===== config.mk =====
export PLATFORM = sky130hd
export DESIGN_NAME = ex_stage_flat
export DESIGN_NICKNAME = d
export VERILOG_FILES = /design/src/rtl/ex_stage_if.sv /design/src/rtl/ex_stage.sv /design/src/flat_wrapper.sv
export SDC_FILE = /design/constraint.sdc
export NUM_CORES = 1
export LEC_CHECK = 0
export CELL_PAD_IN_SITES_DETAIL_PLACEMENT = 2
export CELL_PAD_IN_SITES_GLOBAL_PLACEMENT = 2
export CORE_MARGIN = 2
export CORE_UTILIZATION = 36
export DETAILED_ROUTE_END_ITERATION = 8
export GPL_ROUTABILITY_DRIVEN = 0
export PLACE_DENSITY_LB_ADDON = 0.1
export SETUP_SLACK_MARGIN = 0.5
export SYNTH_ARGS = -nofsm -noshare
export SYNTH_HDL_FRONTEND = slang
export SYNTH_SLANG_ARGS = --single-unit
export TNS_END_PERCENT = 100

===== constraint.sdc =====
create_clock -name clk -period 9.45 [get_ports clk]
set_clock_uncertainty 0.05 [all_clocks]
set_input_delay 1.89 -clock clk [delete_from_list [all_inputs] [get_ports clk]]
set_output_delay 1.89 -clock clk [all_outputs]
set_load 0.02 [all_outputs]

===== src/rtl/ex_stage_if.sv =====
// Execute-stage bus: decoded instruction from ID, hazard-unit controls,
// WB write port for forwarding, and the registered EX/MEM and ID/EX outputs.
interface ex_stage_if #(
  parameter int unsigned DATA_W = 32,
  parameter int unsigned REG_AW = 5
);
  logic              hold;
  logic              bubble;
  logic              id_valid;
  logic [DATA_W-1:0] id_rs_data;
  logic [DATA_W-1:0] id_rt_data;
  logic [DATA_W-1:0] id_imm;
  logic              id_alu_src;
  logic [3:0]        id_alu_ctrl;
  logic [REG_AW-1:0] id_rs_addr;
  logic [REG_AW-1:0] id_rt_addr;
  logic [REG_AW-1:0] id_rd_addr;
  logic              id_reg_write;
  logic              id_mem_read;
  logic              id_mem_write;
  logic              wb_reg_write;
  logic [REG_AW-1:0] wb_rd_addr;
  logic [DATA_W-1:0] wb_data;
  logic              idex_mem_read;
  logic [REG_AW-1:0] idex_rd_addr;
  logic              ex_valid;
  logic              ex_reg_write;
  logic              ex_mem_read;
  logic              ex_mem_write;
  logic [REG_AW-1:0] ex_rd_addr;
  logic [DATA_W-1:0] ex_alu_result;
  logic [DATA_W-1:0] ex_store_data;
  logic              ex_zero;

  modport master (
    output hold, bubble, id_valid, id_rs_data, id_rt_data, id_imm, id_alu_src,
           id_alu_ctrl, id_rs_addr, id_rt_addr, id_rd_addr, id_reg_write,
           id_mem_read, id_mem_write, wb_reg_write, wb_rd_addr, wb_data,
    input  idex_mem_read, idex_rd_addr, ex_valid, ex_reg_write, ex_mem_read,
           ex_mem_write, ex_rd_addr, ex_alu_result, ex_store_data, ex_zero
  );

  modport slave (
    input  hold, bubble, id_valid, id_rs_data, id_rt_data, id_imm, id_alu_src,
           id_alu_ctrl, id_rs_addr, id_rt_addr, id_rd_addr, id_reg_write,
           id_mem_read, id_mem_write, wb_reg_write, wb_rd_addr, wb_data,
    output idex_mem_read, idex_rd_addr, ex_valid, ex_reg_write, ex_mem_read,
           ex_mem_write, ex_rd_addr, ex_alu_result, ex_store_data, ex_zero
  );
endinterface


===== src/rtl/ex_stage.sv =====
// Execute stage: ID/EX and EX/MEM pipeline registers, rs/rt operand
// forwarding from EX/MEM and WB, and the 4-bit-coded ALU.
module ex_stage #(
  parameter int unsigned DATA_W = 32,
  parameter int unsigned REG_AW = 5
) (
  input logic       clk,
  input logic       rst_n,
  ex_stage_if.slave bus
);

  typedef struct packed {
    logic              valid;
    logic              alu_src;
    logic              reg_write;
    logic              mem_read;
    logic              mem_write;
    logic [3:0]        alu_ctrl;
    logic [REG_AW-1:0] rs_addr;
    logic [REG_AW-1:0] rt_addr;
    logic [REG_AW-1:0] rd_addr;
    logic [DATA_W-1:0] rs_data;
    logic [DATA_W-1:0] rt_data;
    logic [DATA_W-1:0] imm;
  } idex_t;

  typedef struct packed {
    logic              valid;
    logic              reg_write;
    logic              mem_read;
    logic              mem_write;
    logic [REG_AW-1:0] rd_addr;
    logic [DATA_W-1:0] alu_result;
    logic [DATA_W-1:0] store_data;
    logic              zero;
  } exmem_t;

  idex_t             idex_q, idex_in;
  exmem_t            exmem_q;
  logic [DATA_W-1:0] fwd_a, fwd_b, op_b, alu_res;
  logic              ex_fwd_ok, wb_fwd_ok;

  always_comb begin
    idex_in           = '0;
    idex_in.valid     = 1'b1;
    idex_in.alu_src   = bus.id_alu_src;
    idex_in.reg_write = bus.id_reg_write;
    idex_in.mem_read  = bus.id_mem_read;
    idex_in.mem_write = bus.id_mem_write;
    idex_in.alu_ctrl  = bus.id_alu_ctrl;
    idex_in.rs_addr   = bus.id_rs_addr;
    idex_in.rt_addr   = bus.id_rt_addr;
    idex_in.rd_addr   = bus.id_rd_addr;
    idex_in.rs_data   = bus.id_rs_data;
    idex_in.rt_data   = bus.id_rt_data;
    idex_in.imm       = bus.id_imm;
  end

  // A load in EX/MEM has no result yet; the hazard unit stalls those cases.
  assign ex_fwd_ok = exmem_q.reg_write && !exmem_q.mem_read && (exmem_q.rd_addr != '0);
  assign wb_fwd_ok = bus.wb_reg_write && (bus.wb_rd_addr != '0);

  always_comb begin
    fwd_a = idex_q.rs_data;
    if (ex_fwd_ok && exmem_q.rd_addr == idex_q.rs_addr)
      fwd_a = exmem_q.alu_result;
    else if (wb_fwd_ok && bus.wb_rd_addr == idex_q.rs_addr)
      fwd_a = bus.wb_data;

    fwd_b = idex_q.rt_data;
    if (ex_fwd_ok && exmem_q.rd_addr == idex_q.rt_addr)
      fwd_b = exmem_q.alu_result;
    else if (wb_fwd_ok && bus.wb_rd_addr == idex_q.rt_addr)
      fwd_b = bus.wb_data;
  end

  assign op_b = idex_q.alu_src ? idex_q.imm : fwd_b;

  always_comb begin
    alu_res = '0;
    unique case (idex_q.alu_ctrl)
      4'b0000: alu_res = fwd_a & op_b;
      4'b0001: alu_res = fwd_a | op_b;
      4'b0010: alu_res = fwd_a + op_b;
      4'b0110: alu_res = fwd_a - op_b;
      4'b0100: alu_res = fwd_a ^ op_b;
      4'b1100: alu_res = ~(fwd_a | op_b);
      4'b0111: alu_res = {{(DATA_W-1){1'b0}}, ($signed(fwd_a) < $signed(op_b))};
      default: alu_res = '0;
    endcase
  end

  // During hold the operand data fields re-latch the forwarded values so a
  // WB-stage source retiring mid-hold is not lost.
  always_ff @(posedge clk or negedge rst_n) begin
    if (!rst_n) begin
      idex_q <= '0;
    end else if (bus.hold) begin
      idex_q.rs_data <= fwd_a;
      idex_q.rt_data <= fwd_b;
    end else if (bus.bubble || !bus.id_valid) begin
      idex_q <= '0;
    end else begin
      idex_q <= idex_in;
    end
  end

  always_ff @(posedge clk or negedge rst_n) begin
    if (!rst_n) begin
      exmem_q <= '0;
    end else if (!bus.hold) begin
      exmem_q.valid      <= idex_q.valid;
      exmem_q.reg_write  <= idex_q.reg_write;
      exmem_q.mem_read   <= idex_q.mem_read;
      exmem_q.mem_write  <= idex_q.mem_write;
      exmem_q.rd_addr    <= idex_q.rd_addr;
      exmem_q.alu_result <= alu_res;
      exmem_q.store_data <= fwd_b;
      exmem_q.zero       <= (alu_res == '0);
    end
  end

  assign bus.idex_mem_read = idex_q.mem_read;
  assign bus.idex_rd_addr  = idex_q.rd_addr;
  assign bus.ex_valid      = exmem_q.valid;
  assign bus.ex_reg_write  = exmem_q.reg_write;
  assign bus.ex_mem_read   = exmem_q.mem_read;
  assign bus.ex_mem_write  = exmem_q.mem_write;
  assign bus.ex_rd_addr    = exmem_q.rd_addr;
  assign bus.ex_alu_result = exmem_q.alu_result;
  assign bus.ex_store_data = exmem_q.store_data;
  assign bus.ex_zero       = exmem_q.zero;

endmodule


===== src/flat_wrapper.sv =====
// flat-port wrapper written by rule: the top's interface ports become plain ports
module ex_stage_flat 
#(
  parameter int unsigned DATA_W = 32,
  parameter int unsigned REG_AW = 5
)
  (clk, rst_n, bus_hold, bus_bubble, bus_id_valid, bus_id_rs_data, bus_id_rt_data, bus_id_imm, bus_id_alu_src, bus_id_alu_ctrl, bus_id_rs_addr, bus_id_rt_addr, bus_id_rd_addr, bus_id_reg_write, bus_id_mem_read, bus_id_mem_write, bus_wb_reg_write, bus_wb_rd_addr, bus_wb_data, bus_idex_mem_read, bus_idex_rd_addr, bus_ex_valid, bus_ex_reg_write, bus_ex_mem_read, bus_ex_mem_write, bus_ex_rd_addr, bus_ex_alu_result, bus_ex_store_data, bus_ex_zero);
  ex_stage_if #(.DATA_W(DATA_W), .REG_AW(REG_AW)) bus_i ();
  input logic clk;
  input logic rst_n;
  input wire logic [$bits(bus_i.hold)-1:0] bus_hold;
  input wire logic [$bits(bus_i.bubble)-1:0] bus_bubble;
  input wire logic [$bits(bus_i.id_valid)-1:0] bus_id_valid;
  input wire logic [$bits(bus_i.id_rs_data)-1:0] bus_id_rs_data;
  input wire logic [$bits(bus_i.id_rt_data)-1:0] bus_id_rt_data;
  input wire logic [$bits(bus_i.id_imm)-1:0] bus_id_imm;
  input wire logic [$bits(bus_i.id_alu_src)-1:0] bus_id_alu_src;
  input wire logic [$bits(bus_i.id_alu_ctrl)-1:0] bus_id_alu_ctrl;
  input wire logic [$bits(bus_i.id_rs_addr)-1:0] bus_id_rs_addr;
  input wire logic [$bits(bus_i.id_rt_addr)-1:0] bus_id_rt_addr;
  input wire logic [$bits(bus_i.id_rd_addr)-1:0] bus_id_rd_addr;
  input wire logic [$bits(bus_i.id_reg_write)-1:0] bus_id_reg_write;
  input wire logic [$bits(bus_i.id_mem_read)-1:0] bus_id_mem_read;
  input wire logic [$bits(bus_i.id_mem_write)-1:0] bus_id_mem_write;
  input wire logic [$bits(bus_i.wb_reg_write)-1:0] bus_wb_reg_write;
  input wire logic [$bits(bus_i.wb_rd_addr)-1:0] bus_wb_rd_addr;
  input wire logic [$bits(bus_i.wb_data)-1:0] bus_wb_data;
  output wire logic [$bits(bus_i.idex_mem_read)-1:0] bus_idex_mem_read;
  output wire logic [$bits(bus_i.idex_rd_addr)-1:0] bus_idex_rd_addr;
  output wire logic [$bits(bus_i.ex_valid)-1:0] bus_ex_valid;
  output wire logic [$bits(bus_i.ex_reg_write)-1:0] bus_ex_reg_write;
  output wire logic [$bits(bus_i.ex_mem_read)-1:0] bus_ex_mem_read;
  output wire logic [$bits(bus_i.ex_mem_write)-1:0] bus_ex_mem_write;
  output wire logic [$bits(bus_i.ex_rd_addr)-1:0] bus_ex_rd_addr;
  output wire logic [$bits(bus_i.ex_alu_result)-1:0] bus_ex_alu_result;
  output wire logic [$bits(bus_i.ex_store_data)-1:0] bus_ex_store_data;
  output wire logic [$bits(bus_i.ex_zero)-1:0] bus_ex_zero;
  assign bus_i.hold = bus_hold;
  assign bus_i.bubble = bus_bubble;
  assign bus_i.id_valid = bus_id_valid;
  assign bus_i.id_rs_data = bus_id_rs_data;
  assign bus_i.id_rt_data = bus_id_rt_data;
  assign bus_i.id_imm = bus_id_imm;
  assign bus_i.id_alu_src = bus_id_alu_src;
  assign bus_i.id_alu_ctrl = bus_id_alu_ctrl;
  assign bus_i.id_rs_addr = bus_id_rs_addr;
  assign bus_i.id_rt_addr = bus_id_rt_addr;
  assign bus_i.id_rd_addr = bus_id_rd_addr;
  assign bus_i.id_reg_write = bus_id_reg_write;
  assign bus_i.id_mem_read = bus_id_mem_read;
  assign bus_i.id_mem_write = bus_id_mem_write;
  assign bus_i.wb_reg_write = bus_wb_reg_write;
  assign bus_i.wb_rd_addr = bus_wb_rd_addr;
  assign bus_i.wb_data = bus_wb_data;
  assign bus_idex_mem_read = bus_i.idex_mem_read;
  assign bus_idex_rd_addr = bus_i.idex_rd_addr;
  assign bus_ex_valid = bus_i.ex_valid;
  assign bus_ex_reg_write = bus_i.ex_reg_write;
  assign bus_ex_mem_read = bus_i.ex_mem_read;
  assign bus_ex_mem_write = bus_i.ex_mem_write;
  assign bus_ex_rd_addr = bus_i.ex_rd_addr;
  assign bus_ex_alu_result = bus_i.ex_alu_result;
  assign bus_ex_store_data = bus_i.ex_store_data;
  assign bus_ex_zero = bus_i.ex_zero;
  ex_stage #(.DATA_W(DATA_W), .REG_AW(REG_AW)) u_core (.clk(clk), .rst_n(rst_n), .bus(bus_i));
endmodule

; After elaboration in Yosys (flattened, before gate mapping)
; Index checks and enable logic that the tools add are counted.
[word_totals]
in_bits = 162
reg_bits = 194
wordCells = 59
[classes]
n_reduce_logical = 14
bitwise = 4
order_cmp = 1
muxes = 8
addsub = 2
n_eq_ne = 10
[ops]
columns = op, count
row1 = 32-bit one-hot mux with 7 select lines, 1
row2 = 32-bit 2-to-1 mux, 5
row3 = 120-bit 2-to-1 mux, 1
row4 = 64-bit 2-to-1 mux, 1
row5 = 32-bit adder, 1
row6 = 32-bit AND, 1
row7 = 32-bit logical NOT, 1
row8 = 32-bit less-than comparator, 1
row9 = 32-bit inverter, 1
row10 = 32-bit bitwise OR, 1
row11 = 32-bit subtractor, 1
row12 = 32-bit XOR, 1
row13 = 5-bit equality test, 4
row14 = 4-bit by 3-bit equality test with 1-bit output (second input constant), 3
row15 = 5-bit nonzero test, 2
row16 = 1-bit logical AND, 7
row17 = 4-bit by 1-bit equality test with 1-bit output (second input constant), 1
row18 = 4-bit by 2-bit equality test with 1-bit output (second input constant), 1
row19 = 4-bit equality test (second input constant), 1
row20 = 4-bit logical NOT, 1
row21 = 1-bit logical NOT, 2
row22 = 1-bit logical OR, 1

; Longest topological paths before layout
[logic_depth]
ltp_word = 10
mapped_depth = 21

; Worst setup path before layout
; OpenSTA, ideal clock, no wires.
[synth_timing]
kind = in2reg
start = input port bus_wb_rd_addr[4]
end = register u_core.exmem_q (netlist bit u_core.bus.ex_zero)
slack_ns = 2.535
setup_time_ns = 0.092
n_path_buf = 1
t_arrival_ns = 6.773
path_stages = 21
cell_sequence = xnor2_1 -> nand3_1 -> nor4_1 -> clkbuf_1 -> mux2i_1 -> o21ai_0 -> mux2_2 -> ha_1 -> inv_1 -> fa_1 -> nor2b_1 -> o2111ai_1 -> a2111o_1 -> nand4_1 -> nand2_1 -> o21ai_1 -> o221a_2 -> o211ai_1 -> or4_1 -> a211o_1 -> o31ai_2
[synth_via]
elab_chain_len = 10
[synth_lines]
columns = element, line
row1 = start: declaration, flat_wrapper.sv:26  ; input wire logic [$bits(bus_i.wb_rd_addr)-1:0] bus_wb_rd_addr;
row2 = branches (longest 8 deep; another with 32-bit subtractor), --
row3 = 32-bit one-hot mux with 7 select lines *, ex_stage.sv:81  ; unique case (idex_q.alu_ctrl)
row4 = 32-bit logical NOT *, ex_stage.sv:119  ; exmem_q.zero <= (alu_res == '0);
row5 = end: declaration, ex_stage.sv:39  ; exmem_t exmem_q;
; Mark *: on every way between the ends.
; A chain may end at the register's enable or synchronous reset.

; Worst setup path in the final report
; Ends and elaborated chain as after synthesis.

==> metrics.md <==
| Metric | Value |
|---|---|
| Share of post-route cells with drive strength above 1 | `under 10%` |
| Initial core utilization | `36.5%` |
| Detailed Place HPWL | `between 40000 and 50000 um` |
| Synth cell count leaders | `dfrtp_1, nand2_1, o21ai_0, nor2_1, ha_1` |
| IO buf count | `241` |
| ANT cells | `0` |
| Aggregate global-route resource usage | `a little under a third` |
| GRT overflow | `0` |
| Switching Share | `40.5%` |
| Comb pwr share | `about two fifths` |
| Crit-path most repeated cell | `o21ai_0` |
| Routed wire length | `~66000 um` |
| Hold Buf Count CTS | `0` |
| Cts bufs inserted | `17` |
| Net Sw Power | `between 1 and 1.5 mW` |
| Worst Hold Path EP | `u_core.idex_q[119]$_DFFE_PN0N_` |
| Sequential area share after synthesis | `32.6%` |
| Core ar. | `roughly 40000 um^2` |
| VDD IR-drop max | `between 0.1 and 0.15 mV` |
| Place WS | `around 550 ps` |
| Vias in the first global route | `15700` |
| Max Cap Viol | `0` |
| Clock Power Share | `around 26%` |
| Worst setup EP type | `flip-flop` |
| Crit path max fanout | `32` |
| Die height | `between 200 and 250 um` |
| Worst Reg2Reg Path Length in Cells | `18` |
| Synth Register Bits | `194` |
| Required time of the critical path | `between 9000 and 10000 ps` |
| Nets@finish | `approximately 2100` |
| Syn_nets | `1960` |
| Setup TNS | `0 ps` |
| Clk buf depth | `2` |
| Post-synth EDFFs | `0` |
| Power Density | `around 160 nW/um^2` |
| Site Rows | `74` |
| Clock transition at path regs | `approximately 80 ps` |
| Count leader, synth | `dfrtp_1` |
| CP Data Arrival Time | `between 8000 and 9000 ps` |
| Slew HR | `between 20% and 30%` |
| Worst-path cell chain | `clkdlybuf4s50_1 -> or4_1 -> o21ai_0 -> nor4_2 -> buf_4 -> mux2i_1 -> o21ai_0 -> mux2_2 -> ha_1 -> inv_1 -> o31ai_1 -> or3b_1 -> nand3_1 -> o221ai_1 -> a2111oi_0 -> nand4_1 -> nor4_1 -> nand4bb_1 -> o31ai_2` |
| Post-synth ARST share | `100%` |
| Final setup fails | `0` |
| Status | `complete, no violations` |
| DRT iter0 DRCs | `892` |
| Area delta synth->final | `22.7%` |
| Register share of total power | `about 34%` |
| Largest net degree at the start of global routing | `approximately 120` |
| Hold Vio Cnt, Final | `0` |
| CP Launch Type | `primary input` |
| Skew-Pair Late Insertion Delay | `510 ps` |
| Top post-synthesis cells by area | `dfrtp_1, ha_1, mux2_2` |
| Total number of vias | `14600` |
| RSZ-0062 raised after global routing | `no` |
| Max Clock Freq | `117 MHz` |
| Horiz. Die Dim | `207 um` |
| DRT Pass-1 Iters | `5` |
| Hold Crit Start | `u_core.idex_q[119]$_DFFE_PN0N_` |
| CTS tree | `built` |
| Mapped Area | `roughly 15000 um^2` |
| Top_reg_cell synth | `dfrtp_1` |
| Dominant cell type by area after synthesis | `dfrtp_1` |
| LEAKAGE | `7.51 nW` |
| Share of the synthesized area in the top cell type | `32.6%` |
| Fin crit share | `90.7%` |
| Area of the die | `around 43000 um^2` |
| # IOs | `roughly 240` |
| WL/cell | `around 28 um` |
| HP Class | `reg2reg` |
| Root buf cell | `clkbuf_16` |
| Delay of the slowest critical-path stage | `780 ps` |
| Worst Hold Depth | `1` |
| FF-to-FF Start | `u_core.bus.ex_rd_addr[0]$_DFFE_PN0N_` |
| Crit path kind | `in2reg` |
| CP max stage cell | `a2111oi_0` |
| Post-route DRC | `0` |
| Global-route wire length before repair | `102000 um` |
| Vias per inst | `slightly above 6` |
| Internal Pwr Total | `1.74 mW` |
| Least-Margin Pin Slew | `1050 ps` |
| Post-CTS setup buffers | `0` |
| Slew Limit Fails | `0` |
| Fin crit period | `about 8600 ps` |
| Reg2reg end | `u_core.bus.ex_zero$_DFFE_PN0N_` |
| Clk sink count | `roughly 190` |
| Antenna violations before repair | `0` |
| Post-route ant nets | `0` |
| Post-synthesis cell type count | `between 80 and 90` |
| Yosys warnings | `0` |
| Flop-to-flop setup slack | `roughly 2300 ps` |
| Avg Synthesized Cell Area | `between 8 and 9 um^2` |
| # resized after CTS | `0` |
| H-tree Lvls | `4` |
| Syn Inst Count | `between 1500 and 2000` |
| Setup WS post-layout | `877 ps` |
## layout make-up
| type | instances | area (um^2) |
|---|---|---|
| Multi-Input combinational cell | 1275 | 9190 |
| Sequential cell | 194 | 4850 |
| Clock inverter | 13 | 124 |
| Tap cell | 532 | 666 |
| Fill cell | 4507 | 22600 |
| Inverter | 99 | 373 |
| Timing Repair Buffer | 267 | 2620 |
| Clock buffer | 19 | 433 |
## through the flow
stage / area, um^2 / std cells / utilization (%) / power [mW] / hold WS [ps]
3_5_place_dp: 17700 / 2367 / 43.4 / 2.18 / 419
5_1_grt: 18300 / 2399 / 44.7 / 3.08 / 461
4_1_cts: 18300 / 2399 / 44.7 / 2.94 / 438
2_1_floorplan: 14900 / 1693 / - / 1.68 / 400
6_report: 18300 / 2399 / 44.7 / 2.93 / 435
3_3_place_gp: 17700 / 2367 / 43.4 / 2.14 / 409
## state kept, by name, indices dropped and copies added (netlist names)
signal / cells
u_core.bus.ex_valid: 1
u_core.idex_q: 114
u_core.bus.idex_rd_addr: 5
u_core.bus.ex_mem_read: 1
u_core.bus.ex_zero: 1
u_core.bus.idex_mem_read: 1
u_core.bus.ex_reg_write: 1
u_core.bus.ex_store_data: 32
u_core.bus.ex_mem_write: 1
u_core.bus.ex_rd_addr: 5
u_core.bus.ex_alu_result: 32
## layout by cell type (no fill, tap or decap), types with 12 or more instances in the layout
cell type / synthesis / layout
mux2i_1: 79 / 79
a22o_1: 86 / 86
xnor2_1: 17 / 17
inv_1: 92 / 91
nand3_1: 21 / 21
mux2_2: 91 / 91
o21bai_1: 13 / 13
a22oi_1: 12 / 12
o21ai_0: 143 / 143
clkdlybuf4s50_1: 0 / 239
nor2_1: 121 / 120
a21o_1: 13 / 13
nand4_1: 12 / 12
a21oi_1: 88 / 88
o21a_1: 12 / 12
dfrtp_1: 194 / 194
clkbuf_16: 0 / 17
buf_4: 8 / 26
ha_1: 103 / 103
nand2_1: 168 / 168
a211oi_1: 14 / 14
a31oi_1: 17 / 17
nor3_1: 25 / 25
o22ai_1: 15 / 15
o211ai_1: 20 / 20
## power by group through the flow
stage               Clock (mW)  Sequential [mW]  Combinational (mW)
global route             0.797             1.01                1.28
CTS                      0.771             1.00                1.17
finish                   0.749             1.00                1.18
global placement             0             1.01                1.13
detailed placement           0             1.02                1.16
floorplan                    0             1.04               0.640
## kinds of logic after synthesis
kind of cell    share of synthesized area [%]
xor+xnor                                 1.59
buf+inv                                  6.00
compound gates                           25.1
simple gates                             13.6
mux                                      12.2
flops                                    32.6
fa+ha+maj                                8.92
## per-layer routing
metal | track usage (%) | share of wire (%) | vias to the layer above
met4 | 10.2 | 2.7 | 0
met1 | 42.6 | 46 | 7588
met2 | 50.2 | 47 | 415
met3 | 3.99 | 4.1 | 91
met5 | 0 | 0 | -
li1 | - | - | 6474
## worst max-delay path: cells and delay by family
| family | cells | cell delay (ps) |
|---|---|---|
| AO/OA/AOI/OAI | 6 | 2390 |
| adder cells (fa/ha/maj) | 1 | 600 |
| multiplexers | 2 | 580 |
| AND/OR/NAND/NOR | 7 | 2320 |
| buffers and inverters | 3 | 1110 |
## how the worst max path moves through the flow
stage / slack (ps) / from / endpoint
global placement: 690 / bus_wb_rd_addr[4] / u_core.bus.ex_zero$_DFFE_PN0N_
detailed placement: 550 / bus_wb_rd_addr[4] / u_core.bus.ex_zero$_DFFE_PN0N_
finish: 880 / bus_wb_rd_addr[4] / u_core.bus.ex_zero$_DFFE_PN0N_
CTS: 1050 / bus_wb_rd_addr[4] / u_core.bus.ex_zero$_DFFE_PN0N_
global route: 770 / bus_wb_rd_addr[2] / u_core.bus.ex_zero$_DFFE_PN0N_
floorplan: 2530 / bus_wb_rd_addr[4] / u_core.bus.ex_zero$_DFFE_PN0N_
No activity file was read; power rests on OpenSTA's default activity.
